`src/rtl/speed_pkg.sv`:
```
// Shared types and helpers for the quadrature speed meter.
// Contents:
//   quad_state_t : measurement FSM state (IDLE = no reference edge, RUN = measuring).
//   quad_event_t : result of decoding one (previous, current) AB sample pair.
//   DIR_FWD/REV  : direction encoding, shared with the speed generator's dir input.
//   quad_decode  : 4x4 (prev, cur) decode in x4 mode, AB packed as {A, B}.
package speed_pkg;

  typedef enum logic {
    IDLE = 1'b0,
    RUN  = 1'b1
  } quad_state_t;

  typedef enum logic [1:0] {
    EV_NONE = 2'd0,
    EV_FWD  = 2'd1,
    EV_REV  = 2'd2,
    EV_ILL  = 2'd3
  } quad_event_t;

  localparam logic DIR_FWD = 1'b1;
  localparam logic DIR_REV = 1'b0;

  // Successor of an AB state in the forward (A leads B) sequence 00->10->11->01->00.
  function automatic logic [1:0] fwd_next(input logic [1:0] ab);
    case (ab)
      2'b00:   return 2'b10;
      2'b10:   return 2'b11;
      2'b11:   return 2'b01;
      default: return 2'b00;
    endcase
  endfunction

  // A Gray-coded step changes exactly one bit; a two-bit change means a sample
  // was missed and the direction cannot be known.
  function automatic quad_event_t quad_decode(input logic [1:0] prev, input logic [1:0] cur);
    if (cur == prev)                return EV_NONE;
    else if (cur == ~prev)          return EV_ILL;
    else if (cur == fwd_next(prev)) return EV_FWD;
    else                            return EV_REV;
  endfunction

endpackage

```
`src/rtl/quad_sync.sv`:
```
// Two-flop synchronizer for one quadrature AB pair plus a register holding the
// previous synchronized value, so the decoder sees (prev, cur) on the same cycle.
// Ports:
//   clk, rst : clock, asynchronous active-low reset (all flops clear to 00)
//   a, b     : raw channels, asynchronous to clk
//   cur      : synchronized {A, B}
//   prev     : cur delayed by one clk
module quad_sync (
  input  logic       clk,
  input  logic       rst,
  input  logic       a,
  input  logic       b,
  output logic [1:0] cur,
  output logic [1:0] prev
);

  logic [1:0] meta;

  // NOTE: non-blocking assignments make each stage capture the previous stage's
  // old value; blocking ones would collapse the chain into a single flop.
  always_ff @(posedge clk or negedge rst) begin
    if (!rst) begin
      meta <= 2'b00;
      cur  <= 2'b00;
      prev <= 2'b00;
    end else begin
      meta <= {a, b};
      cur  <= meta;
      prev <= cur;
    end
  end

endmodule

```
`src/rtl/quad_speed_meter.sv`:
```
// Quadrature decoder and speed meter (x4 mode).
// Tracks signed position, last direction, and the clk-cycle interval between
// consecutive same-direction valid edges; flags stalls and counts illegal
// (double-bit) transitions.
// Ports:
//   clk, rst     : clock, asynchronous active-low reset
//   A, B         : quadrature channels, asynchronous to clk
//   clr_pos      : synchronous position clear, overrides that cycle's edge
//   dir          : last valid direction (1 = forward, A leads B)
//   pos          : signed position in quarter-counts, wraps
//   period       : cycles between the last two same-direction edges, 0 = unknown
//   period_valid : one-cycle pulse when period updates
//   stall        : no valid edge for TIMEOUT cycles
//   err_cnt      : saturating count of illegal transitions
module quad_speed_meter
  import speed_pkg::*;
#(
  parameter int          CNT_W   = 26,
  parameter int          POS_W   = 32,
  parameter int unsigned TIMEOUT = 2**26 - 1,
  parameter int          ERR_W   = 8
) (
  input  logic                    clk,
  input  logic                    rst,
  input  logic                    A,
  input  logic                    B,
  input  logic                    clr_pos,
  output logic                    dir,
  output logic signed [POS_W-1:0] pos,
  output logic        [CNT_W-1:0] period,
  output logic                    period_valid,
  output logic                    stall,
  output logic        [ERR_W-1:0] err_cnt
);

  localparam logic        [CNT_W-1:0] CNT_MAX   = '1;
  localparam logic        [CNT_W-1:0] TIMEOUT_C = CNT_W'(TIMEOUT);
  localparam logic        [ERR_W-1:0] ERR_MAX   = '1;
  localparam logic signed [POS_W-1:0] POS_ONE   = POS_W'(1);

  logic [1:0]  ab_cur;
  logic [1:0]  ab_prev;
  quad_event_t ev;
  logic        ev_valid;
  logic        ev_dir;
  logic        timeout;

  quad_state_t      state, state_nxt;
  logic             dir_nxt;
  logic [CNT_W-1:0] period_nxt;
  logic             pv_nxt;
  logic             stall_nxt;
  logic [CNT_W-1:0] icnt;

  quad_sync u_sync (
    .clk  (clk),
    .rst  (rst),
    .a    (A),
    .b    (B),
    .cur  (ab_cur),
    .prev (ab_prev)
  );

  assign ev       = quad_decode(ab_prev, ab_cur);
  assign ev_valid = (ev == EV_FWD) || (ev == EV_REV);
  assign ev_dir   = (ev == EV_FWD) ? DIR_FWD : DIR_REV;
  // Compared against icnt before this cycle's increment, so an edge arriving
  // on the timeout cycle is still measured rather than declared a stall.
  assign timeout  = (icnt == TIMEOUT_C);

  always_ff @(posedge clk or negedge rst) begin
    if (!rst) begin
      state        <= IDLE;
      dir          <= 1'b0;
      period       <= '0;
      period_valid <= 1'b0;
      stall        <= 1'b1;
    end else begin
      state        <= state_nxt;
      dir          <= dir_nxt;
      period       <= period_nxt;
      period_valid <= pv_nxt;
      stall        <= stall_nxt;
    end
  end

  always_comb begin
    // NOTE: every signal driven here gets a default first, so no branch can
    // leave one unassigned and infer a latch.
    state_nxt  = state;
    dir_nxt    = dir;
    period_nxt = period;
    pv_nxt     = 1'b0;
    stall_nxt  = stall;
    case (state)
      IDLE: begin
        // First edge only establishes the reference point and direction.
        if (ev_valid) begin
          dir_nxt   = ev_dir;
          stall_nxt = 1'b0;
          state_nxt = RUN;
        end else if (ev == EV_NONE && timeout) begin
          stall_nxt = 1'b1;
        end
      end
      RUN: begin
        if (ev_valid) begin
          if (ev_dir == dir) begin
            period_nxt = icnt;
            pv_nxt     = 1'b1;
          end else begin
            // Reversal: the interval spans two directions and is meaningless.
            dir_nxt    = ev_dir;
            period_nxt = '0;
          end
        end else if (ev == EV_ILL) begin
          state_nxt = IDLE;
        end else if (timeout) begin
          stall_nxt  = 1'b1;
          period_nxt = '0;
          state_nxt  = IDLE;
        end
      end
    endcase
  end

  // Interval counter: loads 1 on an edge so that edges N cycles apart read N.
  always_ff @(posedge clk or negedge rst) begin
    if (!rst) begin
      icnt <= '0;
    end else if (ev == EV_ILL) begin
      icnt <= '0;
    end else if (ev_valid) begin
      icnt <= CNT_W'(1);
    end else if (icnt != CNT_MAX) begin
      icnt <= icnt + CNT_W'(1);
    end
  end

  always_ff @(posedge clk or negedge rst) begin
    if (!rst) begin
      pos <= '0;
    end else if (clr_pos) begin
      pos <= '0;
    end else if (ev == EV_FWD) begin
      pos <= pos + POS_ONE;
    end else if (ev == EV_REV) begin
      pos <= pos - POS_ONE;
    end
  end

  always_ff @(posedge clk or negedge rst) begin
    if (!rst) begin
      err_cnt <= '0;
    end else if (ev == EV_ILL && err_cnt != ERR_MAX) begin
      err_cnt <= err_cnt + ERR_W'(1);
    end
  end

endmodule
```
`config.mk`:
```
export PLATFORM = sky130hd
export DESIGN_NAME = quad_speed_meter
export DESIGN_NICKNAME = d
export VERILOG_FILES = /design/src/rtl/speed_pkg.sv /design/src/rtl/quad_sync.sv /design/src/rtl/quad_speed_meter.sv
export SDC_FILE = /design/constraint.sdc
export NUM_CORES = 1
export LEC_CHECK = 0
export ABC_AREA = 1
export CAP_MARGIN = 20
export CORE_MARGIN = 4
export CORE_UTILIZATION = 53
export CTS_CLUSTER_SIZE = 20
export DETAILED_ROUTE_END_ITERATION = 7
export MAX_ROUTING_LAYER = met4
export PLACE_DENSITY_LB_ADDON = 0.3
export SLEW_MARGIN = 20
export SYNTH_ARGS = -nofsm -noshare
export SYNTH_HDL_FRONTEND = slang
export SYNTH_HIERARCHICAL = 1
export SYNTH_SLANG_ARGS = --single-unit
```
`constraint.sdc`:
```
create_clock -name clk -period 2.95 [get_ports clk]
set_input_delay 0.4425 -clock clk [delete_from_list [all_inputs] [get_ports clk]]
set_output_delay 0.4425 -clock clk [all_outputs]
set_load 0.02 [all_outputs]
```
# After elaboration in Yosys (flattened, before gate mapping)
# Index checks and enable logic that the tools add are counted.
[op_classes]
add_sub_neg = 4
eq_ne = 20
muxes = 35
bitwise = 2
n_reduce_logical = 11
[ops]
columns = ["op", "n"]
rows = [
  ["$mux 26", 7],
  ["$mux 32", 3],
  ["$add 32x2->32 const B", 1],
  ["$sub 32x2->32 const B", 1],
  ["$add 26x1->26 const B", 1],
  ["$eq 26x26->1 const B", 1],
  ["$ne 26x26->1 const B", 1],
  ["$mux 1", 16],
  ["$ne 2x2->1 const B", 7],
  ["$mux 2", 5],
  ["$add 8x1->8 const B", 1],
  ["$eq 2x2->1 const B", 4],
  ["$ne 8x8->1 const B", 1],
  ["$eq 2x2->1", 3],
  ["$pmux 1 s2", 3],
  ["$pmux 2 s3", 1],
  ["$reduce_and 3->1", 2],
  ["$reduce_bool 3->1", 2],
  ["$logic_not 2->1", 2],
  ["$reduce_and 4->1", 1],
  ["$ne 3x3->1 const B", 1],
  ["$eq 2x1->1 const B", 1],
  ["$logic_and 1x1->1", 2],
  ["$not 2->2", 1],
  ["other kinds (4)", 4],
]
[word_totals]
register_bits = 102
input_bits = 5
output_inout_bits = 69
elab_cells = 83

# Depth between registers and ports, before layout
[logic_depth]
word_depth = 14
mapped_depth = 20

# By module
# The synthesis kept the hierarchy.
[modules_own_cells]
columns = ["mod", "instances", "cells_per_inst", "area_each_um2"]
rows = [
  ["quad_speed_meter", 1, 1046, 7081.8],
  ["quad_sync", 1, 6, 150.1],
]

# Worst setup path before layout
# OpenSTA, ideal clock, no wires.
[synth_path]
kind = "register -> register"
start = "register u_sync.cur[1]"
end = "register pos[29]"
setup_time_ps = 118
arrival_ps = 3014
slack_ps = -182
stages_incl_launch_ff = 17
period_less_slack_ps = 3132
path_cell_list = "dfrtp_1 xor2_1 inv_1 or2_2 nand2_1 ha_1 inv_1 ha_1 or2_2 nand3_1 nand2_1 nand2_1 nand2_1 nand2_1 nand3_1 nand3_1 nand2_1"
[synth_between]
elab_chain_cells = 7
elab_cells_between_ends = 11
[synth_lines]
columns = ["element", "line_no", "rtl"]
rows = [
  ["start: declaration", "quad_sync.sv:13", "output logic [1:0] cur,"],
  ["start signal: assignment", "quad_sync.sv:28", "cur <= meta;"],
  ["$eq 2x2->1", "speed_pkg.sv:39", "else if (cur == fwd_next(prev)) return EV_FWD;"],
  ["$mux 2", "speed_pkg.sv:39", ""],
  ["$mux 2", "speed_pkg.sv:38", "else if (cur == ~prev) return EV_ILL;"],
  ["$mux 2 *", "speed_pkg.sv:37", "if (cur == prev) return EV_NONE;"],
  ["$eq 2x1->1", "quad_speed_meter.sv:145", "end else if (ev == EV_FWD) begin"],
  ["$mux 32", "quad_speed_meter.sv:145", ""],
  ["$mux 32", "quad_speed_meter.sv:143", "end else if (clr_pos) begin"],
  ["end signal: assignment", "quad_speed_meter.sv:146", "pos <= pos + POS_ONE;"],
  ["end signal: assignment", "quad_speed_meter.sv:148", "pos <= pos - POS_ONE;"],
  ["end: declaration", "quad_speed_meter.sv:29", "output logic signed [POS_W-1:0] pos,"],
]
# Every way passes the cells marked *; elsewhere a longest branch is shown, timed or not.
# A chain may end at the register's enable or synchronous reset.

# Final worst setup path
[layout_path]
start = "register u_sync.prev[1]"
end = "register pos[19]"
[layout_between]
elab_chain_cells = 11
elab_cells_between_ends = 18
[layout_lines]
columns = ["element", "line_no", "rtl"]
rows = [
  ["start: declaration", "quad_sync.sv:14", "output logic [1:0] prev"],
  ["start signal: assignment", "quad_sync.sv:29", "prev <= cur;"],
  ["$eq 2x2->1 or $logic_not 2->1 (tied branches)", "speed_pkg.sv:26", "case (ab)"],
  ["$pmux 2 s3", "speed_pkg.sv:26", ""],
  ["$mux 2", "speed_pkg.sv:38", ""],
  ["$mux 2", "speed_pkg.sv:37", ""],
  ["$eq 2x2->1", "speed_pkg.sv:39", ""],
  ["$mux 2", "speed_pkg.sv:39", ""],
  ["$mux 2", "speed_pkg.sv:38", ""],
  ["$mux 2 *", "speed_pkg.sv:37", ""],
  ["$eq 2x1->1", "quad_speed_meter.sv:145", ""],
  ["$mux 32", "quad_speed_meter.sv:145", ""],
  ["$mux 32", "quad_speed_meter.sv:143", ""],
]
# Every way passes the cells marked *; elsewhere a longest branch is shown, timed or not. The select of a mux whose other input is x is not followed.

==> impl_metrics.ini <==
[run_status]
outcome = finished with violations
violations = setup timing

[setup_path]
cp_max_fo = 7
setup.worst_path.start_class = flop
critPathCaptureType = flop
criticalPathCategory = reg -> reg
cp.arrival_ns = 3.20
critical_path_required_ns = 3.19

[synth]
postSynthCellCount = 1052
async_reset_ff_share_pct = 100
synth_area_mm2 = 0.00723
ys.warnings.count = 6
avgSynthCellArea_um2 = 6.87
synthTopCellsByArea = dfrtp_1 (35%), nand2_1 (20%), inv_1 (7.7%), ha_1 (7.6%), nand3_1 (5.2%)
synth_ff_type = dfrtp_1
synth_top_area_share_pct = 34.9
synth_edf_count = 0
ys_ff_latch = 102
yosys.area.top_type = dfrtp_1
synth-seq-area-share_pct = 35.3
synth_cell_type_count = 43
syn_nets = 1102

[routing]
num_vias = 7121
detail_route.first_pass.iterations = 5
avgViaCountPerCell = 5.37
drtAntennaViolNets = 0
wl_um = 20600
wl_per_cell_um = 15.5
dr.first_iter.drc_count = 584
drc = 0

[place]
dp.final_hpwl_um = 14200
port_buffers = 73
place.gp.congestion = 0.961

[die]
die-area_mm2 = 0.0156
die_h_um = 125
core_mm2 = 0.0133
rows = 42
die_x_um = 125
ios = 74
start_util_pct = 54.4

[grt]
grt_overflow = 0
antenna_found_initial = 0
grt_pass1_wl_um = 31500
grt_start_max_net_pins = 60
track_usage_pct = 25.2
grt_pass1_vias = 6535

[power]
power.clock.fraction_pct = 12.5
p_seq_share_pct = 22.3
comb_power_share_pct = 65.1
p_leak_nw = 4.66
finalPower_mw = 9.10
irDropWorstVdd_uv = 696
swShare_pct = 50.5
switchingPower_mw = 4.59
intPower_mw = 4.51
pwr_density_cell_mw_per_mm2 = 979

[cts]
cts.sinks = 102
cts_tree = built
numCtsBuffers = 9
cts_htree_levels = 3
insertion_delay_ns = 0.36
cts-root-buf = clkbuf_16
path_clk_slew_ns = 0.07
clockBufferDepth = 2

[cells_and_area]
final_nets = 1196
drive_gt1_share_pct = 19.3
n_antenna_cell = 0
final_core_util_pct = 69.9
syn2layout_area_growth_pct = 28.5

[timing]
report.final.slew_viol_count = 0
setup_ws_ns = -0.00502
fin_crit_sh_pct = 100
skew_ns = 0.00742
slew-limit-headroom_pct = 67.1
hold_viol = 0
max_freq_mhz = 338
setup_viol = 1
rsz0062_at_grt = yes
worstMarginPinSlew_ns = 0.493
fin_crit_ns = 2.96

[hold_path]
hold_class = reg -> reg

[run]
drv_cap = 0
==> metal layers <==
| layer | track usage (%) | vias up | share of wire, % |
|---|---|---|---|
| met3 | 4.97 | 50 | 4.9 |
| met1 | 32.1 | 3342 | 43 |
| met5 | - | - | 0 |
| met2 | 41.1 | 222 | 49 |
| met4 | 7.33 | 0 | 2.9 |
| li1 | - | 3507 | - |
==> per-stage QoR <==
step | hold WS, ns | TNS, ns | instance area [µm²] | cells | setup WS (ns)
6_report | 0.351 | -0.00502 | 9290 | 1327 | -0.00502
3_3_place_gp | 0.296 | 0 | 8250 | 1294 | 0.0502
3_5_place_dp | 0.295 | -0.00166 | 8250 | 1294 | -0.00166
5_1_grt | 0.358 | -0.597 | 9290 | 1327 | -0.0760
4_1_cts | 0.352 | 0 | 8550 | 1311 | 0.0361
2_1_floorplan | 0.147 | -0.177 | 7280 | 1052 | -0.0488
==> worst paths after layout <==
| path | start | endpoint | slack (ns) | cells past startpoint |
|---|---|---|---|---|
| min in group asynchronous | rst | pos[11] | 0.47 | 2 |
| max | u_sync/prev[1] | pos[19] | -0.005 | 19 |
| max reg2reg | u_sync/prev[1] | pos[19] | -0.005 | 19 |
| min reg2reg | u_sync/meta[0] | u_sync/cur[0] | 0.35 | 0 |
| max in group asynchronous | rst | stall | 1.82 | 3 |
| min | u_sync/meta[0] | u_sync/cur[0] | 0.35 | 0 |
==> kinds of logic after synthesis <==
group                    after synthesis  synth area share (%)
AND/OR/NAND/NOR                      593                  34.9
buffers and inverters                177                  9.74
AO/OA/AOI/OAI                        117                  9.98
flip-flops                           102                  35.3
adder cells (fa/ha/maj)               45                  7.89
XOR/XNOR                              17                  2.06
multiplexers                           1                 0.156
==> registers in the layout, summed over array words and instances (netlist names) <==
name          cells
u_sync/cur        2
icnt             26
dir               1
u_sync/prev       2
period           26
stall             1
u_sync/meta       2
period_valid      1
err_cnt           8
pos              32
state             1
==> placed cells by master (no fill, tap or decap), types with 2 or more instances in the layout <==
| cell type | n |
|---|---|
| nand2_1 | 351 |
| inv_1 | 144 |
| dfrtp_1 | 100 |
| clkdlybuf4s50_1 | 72 |
| nand3_1 | 68 |
| nor2_1 | 54 |
| nand2_2 | 46 |
| o21ai_0 | 35 |
| o21ai_2 | 27 |
| ha_4 | 25 |
| a21oi_1 | 23 |
| buf_4 | 19 |
| nor2_2 | 15 |
| ha_1 | 15 |
| clkbuf_16 | 12 |
| nand4_1 | 11 |
| inv_2 | 10 |
| o21ai_1 | 10 |
| xor2_1 | 9 |
| a21oi_2 | 9 |
| nor3_1 | 9 |
| or2_2 | 8 |
| xnor2_1 | 7 |
| nand3_2 | 6 |
| nand2_4 | 5 |
| nor3_2 | 5 |
| buf_12 | 5 |
| clkinvlp_4 | 4 |
| ha_2 | 4 |
| nand3b_1 | 3 |
| a21o_1 | 3 |
| nor2_4 | 3 |
| o21bai_1 | 3 |
| buf_6 | 3 |
| nor3_4 | 2 |
| nand4_2 | 2 |
| nand3_4 | 2 |
| clkinv_2 | 2 |
==> Yosys cell counts (3+ instances only) <==
cell type	number
o21ai_2	27
ha_1	44
o21ai_0	38
buf_6	5
dfrtp_1	101
a21o_1	3
xnor2_1	8
nand3b_1	3
nor3_1	12
xor2_1	9
a21oi_1	32
o21bai_1	3
nand4_1	11
nand2_2	17
o21ai_1	7
buf_1	4
nand3_1	75
inv_2	6
clkbuf_1	9
or2_2	9
nand2_1	384
inv_1	149
nor2_1	69
nor2_2	3
==> repair_timing <==
| item | 4_1_cts | 5_1_grt |
|---|---|---|
| cloned | 0 | 6 |
| hold endpoints to repair | 10 | 0 |
| setup endpoints to repair | 1 | 22 |
| gates resized for setup | 1 | 119 |
| hold buffers | 1 | 0 |
| pin swaps | 0 | 19 |
| setup buffers | 0 | 10 |
==> power groups by stage <==
stage	Clock, mW	Combinational [mW]	Sequential, mW
5_1_grt	1.22	6.52	2.07
4_1_cts	1.16	4.91	1.96
3_5_place_dp	0	4.87	1.98
2_1_floorplan	0	3.19	2.20
6_report	1.14	5.92	2.03
3_3_place_gp	0	4.83	1.98
==> critical path, stage by stage, from the launching register on <==
cell,delay (ns)
dfrtp_1,0.41
xor2_1,0.15
inv_1,0.06
or2_4,0.23
nand2_4,0.08
ha_4,0.14
clkinvlp_4,0.09
buf_12,0.15
clkbuf_16,0.17
ha_1,0.32
nand2_2,0.12
inv_1,0.06
nand2_1,0.07
nand2_1,0.10
inv_1,0.10
nand3_2,0.14
nand2_1,0.12
nand3b_1,0.10
nand3_1,0.14
nand2_1,0.06
==> layout make-up <==
class                      count  area (µm²)
clock buffer                  10         229
clock inverter                 6        45.0
fill                        1086        4000
inverter                     157         597
multi-input combinational    773        4560
sequential                   102        2550
tap                          176         220
timing repair buffer         103        1080
Power figures use the tool's default switching activity.
